==> src/rtl/tdm_demux_pkg.sv <==
// Shared types and helpers for the TDM demultiplexer.
// Frame state plus the lane-index width function.
package tdm_demux_pkg;

   typedef enum logic {
      IDLE = 1'b0,
      FILL = 1'b1
   } state_t;

   // Clamped to 1 so a degenerate lane count never produces a zero-width index.
   function automatic int idx_w(input int lanes);
      return (lanes > 1) ? $clog2(lanes) : 1;
   endfunction

endpackage

==> src/rtl/demux_lane_reg.sv <==
// One-entry output register for a single demux lane.
// Load wins over drain; the data word is kept after a drain.
module demux_lane_reg #(
   parameter int WIDTH = 8
) (
   input  logic             clk,
   input  logic             rst,
   input  logic             load,
   input  logic [WIDTH-1:0] data,
   input  logic             drain,
   output logic             valid,
   output logic [WIDTH-1:0] q
);

   logic             valid_reg;
   logic [WIDTH-1:0] q_reg;

   always_ff @(posedge clk or posedge rst) begin
      if (rst) begin
         valid_reg <= 1'b0;
         q_reg     <= '0;
      end else if (load) begin
         valid_reg <= 1'b1;
         q_reg     <= data;
      end else if (valid_reg && drain) begin
         valid_reg <= 1'b0;
      end
   end

   assign valid = valid_reg;
   assign q     = q_reg;

endmodule

==> src/rtl/tdm_demux.sv <==
// Round-robin demultiplexer: steers a serial word stream into LANES
// one-entry output registers, re-aligning to lane 0 on start-of-frame.
module tdm_demux
   import tdm_demux_pkg::*;
#(
   parameter  int WIDTH = 8,
   parameter  int LANES = 4,
   localparam int IW    = idx_w(LANES)
) (
   input  logic                   clk,
   input  logic                   rst,
   input  logic                   in_valid,
   output logic                   in_ready,
   input  logic [WIDTH-1:0]       in_data,
   input  logic                   in_sof,
   output logic [LANES-1:0]       out_valid,
   input  logic [LANES-1:0]       out_ready,
   output logic [LANES*WIDTH-1:0] out_data,
   output logic [IW-1:0]          lane_ptr,
   output logic                   frame_done,
   output logic                   sof_err
);

   localparam logic [IW-1:0] LAST = IW'(LANES - 1);

   state_t        state_reg, state_next;
   logic [IW-1:0] lane_ptr_reg, lane_ptr_next;
   logic          frame_done_reg, frame_done_next;
   logic          sof_err_reg, sof_err_next;
   logic [IW-1:0] tgt;
   logic          accept;

   assign tgt      = in_sof ? '0 : lane_ptr_reg;
   // A full lane that drains this same cycle frees its slot for the new word.
   assign in_ready = ~out_valid[tgt] | out_ready[tgt];
   assign accept   = in_valid & in_ready;

   always_comb begin
      state_next      = state_reg;
      lane_ptr_next   = lane_ptr_reg;
      frame_done_next = 1'b0;
      sof_err_next    = 1'b0;
      if (accept) begin
         lane_ptr_next = (tgt == LAST) ? '0 : tgt + IW'(1);
         case (state_reg)
            IDLE: begin
               if (tgt == '0 && LANES > 1) state_next = FILL;
            end
            FILL: begin
               if (tgt == LAST) begin
                  state_next      = IDLE;
                  frame_done_next = 1'b1;
               end
               if (in_sof) sof_err_next = 1'b1;
            end
            default: state_next = IDLE;
         endcase
      end
   end

   always_ff @(posedge clk or posedge rst) begin
      if (rst) begin
         state_reg      <= IDLE;
         lane_ptr_reg   <= '0;
         frame_done_reg <= 1'b0;
         sof_err_reg    <= 1'b0;
      end else begin
         state_reg      <= state_next;
         lane_ptr_reg   <= lane_ptr_next;
         frame_done_reg <= frame_done_next;
         sof_err_reg    <= sof_err_next;
      end
   end

   genvar gi;
   generate
      for (gi = 0; gi < LANES; gi++) begin : g_lane
         demux_lane_reg #(.WIDTH(WIDTH)) u_lane (
            .clk   (clk),
            .rst   (rst),
            .load  (accept && (tgt == IW'(gi))),
            .data  (in_data),
            .drain (out_ready[gi]),
            .valid (out_valid[gi]),
            .q     (out_data[gi*WIDTH +: WIDTH])
         );
      end
   endgenerate

   assign lane_ptr   = lane_ptr_reg;
   assign frame_done = frame_done_reg;
   assign sof_err    = sof_err_reg;

endmodule

==> config.mk <==
export PLATFORM = sky130hd
export DESIGN_NAME = tdm_demux
export DESIGN_NICKNAME = d
export VERILOG_FILES = /design/src/rtl/tdm_demux_pkg.sv /design/src/rtl/demux_lane_reg.sv /design/src/rtl/tdm_demux.sv
export SDC_FILE = /design/constraint.sdc
export NUM_CORES = 1
export LEC_CHECK = 0
export CORE_ASPECT_RATIO = 2
export CORE_MARGIN = 4
export CORE_UTILIZATION = 29
export CTS_CLUSTER_DIAMETER = 30
export DETAILED_ROUTE_END_ITERATION = 8
export GPL_TIMING_DRIVEN = 0
export PLACE_DENSITY = 0.67
export SYNTH_ARGS = -nofsm -noshare
export SYNTH_HDL_FRONTEND = slang
export SYNTH_HIERARCHICAL = 1
export SYNTH_SLANG_ARGS = --single-unit
==> constraint.sdc <==
create_clock -name clk -period 2.15 [get_ports clk]
set_clock_uncertainty 0.2 [all_clocks]
set_input_delay 0.215 -clock clk [delete_from_list [all_inputs] [get_ports clk]]
set_output_delay 0.215 -clock clk [all_outputs]
set_load 0.1 [all_outputs]
==> out/results.ini, run 1 <==
[sta]
final.period_utilization_pct = 99.0
drv_slew = 0
rsz0062_at_grt = yes
hold_viol_final = 0
finalSetupTns_ns = 0
worst_pin_slew_ns = 1.01
relSlewSlack_pct = 33.2
finalSetupViolCount = 0
fmax_mhz = 470
layout_min_cycle_time_ns = 2.13

[drt]
drt-total-wl_um = 5040
viasPerCell = 4.32
route.detailed.drc = 0
drtPass1Iterations = 4
ant_nets = 0
num_vias = 1209
drtIter0Drc = 26
wire_per_inst_um = 18.0

[setup_path]
reg2reg_slack_ns = 0.02
cp_max_fo = 6
reg2reg_depth = 6
endpoint_kind = register
cpMaxStageDelayCell = dfrtp_4
crit_path_start_kind = register
r2r_end = g_lane[1].u_lane/q[2]$_DFFE_PP0P_
arrival_ns = 2.09
worstReg2RegStart = lane_ptr[1]$_DFFE_PP0P_
max_stage_delay_ns = 0.52
path_cells = o21ba_2, o32ai_4, a211oi_4, and2_4, buf_4, mux2_4
cp.required_ns = 2.12
critical_path_class = register to register

[logic_synthesis]
yosysWarningCount = 6
syn_area_mm2 = 0.00189
ys_ff_latch = 41
ys_seq_area_share_pct = 54.3
syn-num-nets = 140
syn_area_per_cell_um2 = 15.8
yosys.area.top_type_share_pct = 54.3
yosysTopAreaCell = dfrtp_1
synth.distinct_cells = 19
netlist_top_cells_area = dfrtp_1 (54%), mux2_4 (27%), inv_1 (3.0%)
syn-instance-count = 120

[cts]
h-tree-depth = 2
clk_pin_slew_ns = 0.06
cts_tree = done
hold_buffers = 0
clockBufferDepth = 2
cts_buffers = 5
clock_latency_ns = 0.28
clkSinkCount = 41
cts-root-buf = clkbuf_16

[finish]
final_common_cell = dlygate4sd2_1
area_growth_pct = 46.5
area.sequential_mm2 = 0.00104
antenna_cells = 0
nNetsFinal = 213
drive_gt1_share_pct = 40.2
multi_input_area_um2 = 798
fillCellCount = 596
final_cell_mix = dlygate4sd2_1 (41), dfrtp_1 (35), mux2_4 (34), inv_1 (15), clkdlybuf4s50_1 (14)
largest_reg_flops = 32

[die]
dieArea_mm2 = 0.00795
core_mm2 = 0.00631
ioPinCount = 57
fp.dieW_um = 65.1
rows = 41
die_h_um = 122
initial_core_util_pct = 30.0

[flow_run]
drv_cap = 0

[global_route]
grt.total_usage_pct = 13.2
grt_first_pass_wirelength_um = 7500
antenna_found_initial = 0
grt_max_degree = 14
overflow = 0
grt_pass1_vias = 1295

[place]
hpwl_um = 3680
gp_congestion = 0.793
port_buffers = 56

[worst_hold_path]
hold_class = primary input to asynchronous set/reset pin

[run_status]
outcome = finished, final reports clean

worst max-delay path by stage:
stage	startpoint	slack [ns]	depth (start not counted)	end
2_1_floorplan	lane_ptr[0]$_DFFE_PP0P_	-0.09	6	g_lane[3].u_lane/q[0]$_DFFE_PP0P_
3_3_place_gp	in_sof	-0.72	5	in_ready
3_5_place_dp	in_sof	-0.71	5	in_ready
4_1_cts	lane_ptr[1]$_DFFE_PP0P_	0.006	4	in_ready
5_1_grt	lane_ptr[0]$_DFFE_PP0P_	-0.05	6	g_lane[3].u_lane/q[2]$_DFFE_PP0P_
6_report	lane_ptr[1]$_DFFE_PP0P_	0.02	6	g_lane[1].u_lane/q[2]$_DFFE_PP0P_
routing by layer:
| metal | vias to the layer above | share of wire (%) | track usage, % |
|---|---|---|---|
| met2 | 42 | 56 | 23.9 |
| li1 | 552 | - | - |
| met4 | 0 | 1.5 | 5.84 |
| met1 | 608 | 38 | 14.4 |
| met5 | - | 0 | 0 |
| met3 | 7 | 4.8 | 2.86 |
cell families after synthesis:
logic type | count (synthesis) | synth area share (%)
buffers and inverters | 19 | 5.36
adder cells (fa/ha/maj) | 4 | 2.65
AND/OR/NAND/NOR | 11 | 3.84
AO/OA/AOI/OAI | 11 | 6.88
multiplexers | 34 | 27.0
flip-flops | 41 | 54.3
stage by stage:
| stage | area (µm²) | setup WS (ns) | utilization, % | hold WS, ns | std cells |
|---|---|---|---|---|---|
| global placement | 2600 | -0.720 | 41.1 | 0.297 | 262 |
| finish | 2770 | 0.0207 | 43.9 | 0.0909 | 280 |
| CTS | 2710 | 0.00635 | 42.9 | 0.0861 | 273 |
| floorplan | 1930 | -0.0923 | - | -0.206 | 120 |
| global route | 2770 | -0.0483 | 43.9 | 0.110 | 280 |
| detailed placement | 2600 | -0.709 | 41.1 | 0.297 | 262 |
synthesized netlist by cell type:
cell,instances
and3_1,2
buf_6,4
o21ba_2,1
and2_1,3
a21oi_1,1
nand4bb_1,1
a21o_2,4
nor2b_1,2
mux2_4,34
o32ai_4,1
a211oi_1,1
a211oi_4,1
dfrtp_1,41
inv_1,15
and2b_4,1
o32ai_2,1
o2bb2ai_1,1
nand2_1,2
ha_1,4
worst max-delay path: cells and delay by family, from the launching register on:
kind	cells	cell delay (ns)
AO/OA/AOI/OAI	3	0.66
buffers and inverters	1	0.16
flip-flops	1	0.52
multiplexers	1	0.29
AND/OR/NAND/NOR	1	0.19
what timing repair did:
item,CTS,global route
gates cloned,0,4
resized for setup,46,12
endpoints found under the setup margin,73,33
buffers inserted,3,3
endpoints found under the hold margin,0,0
pin swaps,1,1
area by class of cell:
| type | count | area share, % |
|---|---|---|
| Buffer | 4 | 1.63 |
| Inverter | 15 | 2.03 |
| Clock buffer | 5 | 4.52 |
| Clock inverter | 3 | 0.632 |
| Tap cell | 86 | 3.88 |
| Timing Repair Buffer | 66 | 20.9 |
| Multi-Input combinational cell | 60 | 28.8 |
| Sequential cell | 41 | 37.6 |
Power of run 1 is left out: the tool's default activity adds up to more than one toggle a clock period on the data nets, which glitch-free logic cannot reach.
==> run 2, diff against run 1 <==
--- a/config.mk
+++ b/config.mk
@@ -8,6 +8,7 @@
 export CORE_ASPECT_RATIO = 2
 export CORE_MARGIN = 4
 export CORE_UTILIZATION = 29
+export CTS_BUF_LIST = sky130_fd_sc_hd__clkbuf_8
 export CTS_CLUSTER_DIAMETER = 30
 export DETAILED_ROUTE_END_ITERATION = 8
 export GPL_TIMING_DRIVEN = 0
==> run 2 against run 1 <==
  * The flow now finishes with violations (setup timing)
  * Clock-buffer cell count unchanged
  * Final cell count down 1.1%
  * Via count down 0.74%
==> out/results.ini, run 2 (synthesized netlist as in run 1, its figures left out) <==
[place]
gp_congestion = 0.793  ; unchanged
pre_cts_ws_ns = -0.709  ; unchanged
hpwl_um = 3680  ; unchanged
port_buffers = 56  ; unchanged
placedCellCount = 262  ; unchanged

[setup_path]
arrival_ns = 2.16  ; +0.07 ns
cp_max_fo = 6  ; unchanged
cpMaxStageDelayCell = dfrtp_4
endpoint_kind = register
max_stage_delay_ns = 0.53  ; about the same
r2r_end = g_lane[3].u_lane/q[0]$_DFFE_PP0P_
crit_path_start_kind = register
cp.required_ns = 2.13  ; about the same
worstReg2RegStart = lane_ptr[1]$_DFFE_PP0P_
reg2reg_slack_ns = -0.03  ; -0.05 ns
critical_path_class = register to register
path_cells = and2b_4, o32ai_4, buf_4, a211oi_4, buf_2, mux2_4
critPathBufInv = 2  ; +1
reg2reg_depth = 6  ; unchanged
cp_top_family = flip-flops

[sta]
rsz0062_at_grt = yes
hold_viol_final = 0  ; unchanged
setup_ws_ns = -0.0265  ; -0.0473 ns
relSlewSlack_pct = 33.6  ; +0.49 points
worst_pin_slew_ns = 0.999  ; -0.00743 ns
fmax_mhz = 459  ; -2.2%
final.period_utilization_pct = 101  ; +2.2 points
hold_slack_ns = 0.0771  ; -0.0138 ns
drv_slew = 0  ; unchanged
finalSetupViolCount = 11  ; +11
layout_min_cycle_time_ns = 2.18  ; +0.0473 ns
finalSetupTns_ns = -0.129  ; -0.129 ns

[drt]
viasPerCell = 4.33  ; +0.33%
ant_nets = 0  ; unchanged
drtIter0Drc = 9  ; -65%
num_vias = 1200  ; -0.74%
drt-total-wl_um = 4990  ; -0.99%
drtPass1Iterations = 3  ; -1
route.detailed.drc = 0  ; unchanged
wire_per_inst_um = 18.0  ; about the same

[cts]
clock_latency_ns = 0.30  ; +0.02 ns
h-tree-depth = 2  ; unchanged
clk_pin_slew_ns = 0.09  ; +0.03 ns
clockBufferDepth = 2  ; unchanged
cts_buffers = 5  ; unchanged
cts-root-buf = clkbuf_8
clkSinkCount = 41  ; unchanged
cts_tree = done

[die]
fp.dieW_um = 65.1  ; unchanged
rows = 41  ; unchanged
die_h_um = 122  ; unchanged
core_mm2 = 0.00631  ; unchanged
ioPinCount = 57  ; unchanged
dieArea_mm2 = 0.00795  ; unchanged
initial_core_util_pct = 30.0  ; unchanged

[finish]
area_growth_pct = 43.0
final_cell_mix = dlygate4sd2_1 (41), dfrtp_1 (35), mux2_4 (34), inv_1 (15), clkdlybuf4s50_1 (14)
antenna_cells = 0  ; unchanged
final_common_cell = dlygate4sd2_1
drive_gt1_share_pct = 39.3  ; -0.94 points
final_cells = 277  ; -1.1%
multi_input_area_um2 = 806  ; +0.94%
fillCellCount = 604  ; +1.3%
largest_reg_flops = 32  ; unchanged
nNetsFinal = 210  ; -1.4%
area.sequential_mm2 = 0.00104  ; unchanged

[global_route]
overflow = 0  ; unchanged
grt_max_degree = 14  ; unchanged
antenna_found_initial = 0  ; unchanged
grt_pass1_vias = 1280  ; -1.2%
grt_first_pass_wirelength_um = 7420  ; -1.1%
grt.total_usage_pct = 13.0  ; -0.21 points

[run_status]
outcome = complete, but fails checks
failed_checks = setup timing

[flow_run]
drv_cap = 0  ; unchanged

[worst_hold_path]
hold_class = primary input to asynchronous set/reset pin

## run 2: routing by layer
metal	GRT usage, %	part of all wire (%)	vias to the layer above
met1	14.6	38	608
met3	2.86	4.5	9
met2	23.3	55	43
met4	5.06	2.1	0
met5	0	0	-
li1	-	-	540
## run 2: how the worst max path moves through the flow
stage	startpoint	to	slack [ns]	depth (start not counted)
4_1_cts	lane_ptr[1]$_DFFE_PP0P_	g_lane[1].u_lane/q[1]$_DFFE_PP0P_	0.01	6
6_report	lane_ptr[1]$_DFFE_PP0P_	g_lane[3].u_lane/q[0]$_DFFE_PP0P_	-0.03	6
3_5_place_dp	in_sof	in_ready	-0.71	5
2_1_floorplan	lane_ptr[0]$_DFFE_PP0P_	g_lane[3].u_lane/q[0]$_DFFE_PP0P_	-0.09	6
3_3_place_gp	in_sof	in_ready	-0.72	5
5_1_grt	lane_ptr[1]$_DFFE_PP0P_	g_lane[3].u_lane/q[0]$_DFFE_PP0P_	-0.04	6
## run 2: final cells by class
| type | instances | share of cell area, % |
|---|---|---|
| well taps | 86 | 3.98 |
| inverters | 15 | 2.08 |
| plain buffers | 2 | 0.833 |
| clock buffers | 5 | 2.55 |
| multi-input cells | 60 | 29.8 |
| flip-flops and latches | 41 | 38.5 |
| repair buffers | 65 | 21.6 |
| clock inverters | 3 | 0.648 |
## run 2: metrics by stage
step	utilization [%]	instance area, µm²
after global routing	42.8	2700
final	42.8	2700
after detailed placement	41.1	2600
after global placement	41.1	2600
after CTS	42.0	2650
after floorplan	-	1930
## run 2: what timing repair did
| action | 4_1_cts | 5_1_grt |
|---|---|---|
| buffers inserted | 3 | 4 |
| endpoints found under the setup margin | 65 | 32 |
| hold buffers | 0 | 0 |
| cloned | 0 | 2 |
| resized for setup | 47 | 10 |
| pin swaps | 1 | 3 |
## run 2: worst reg2reg max path, delay by kind of cell (launching register included)
kind | cells | cell delay (ns)
simple gates | 1 | 0.21
flops | 1 | 0.53
buf+inv | 2 | 0.38
compound gates | 2 | 0.44
mux | 1 | 0.30
Power of run 2 is left out for the same reason.
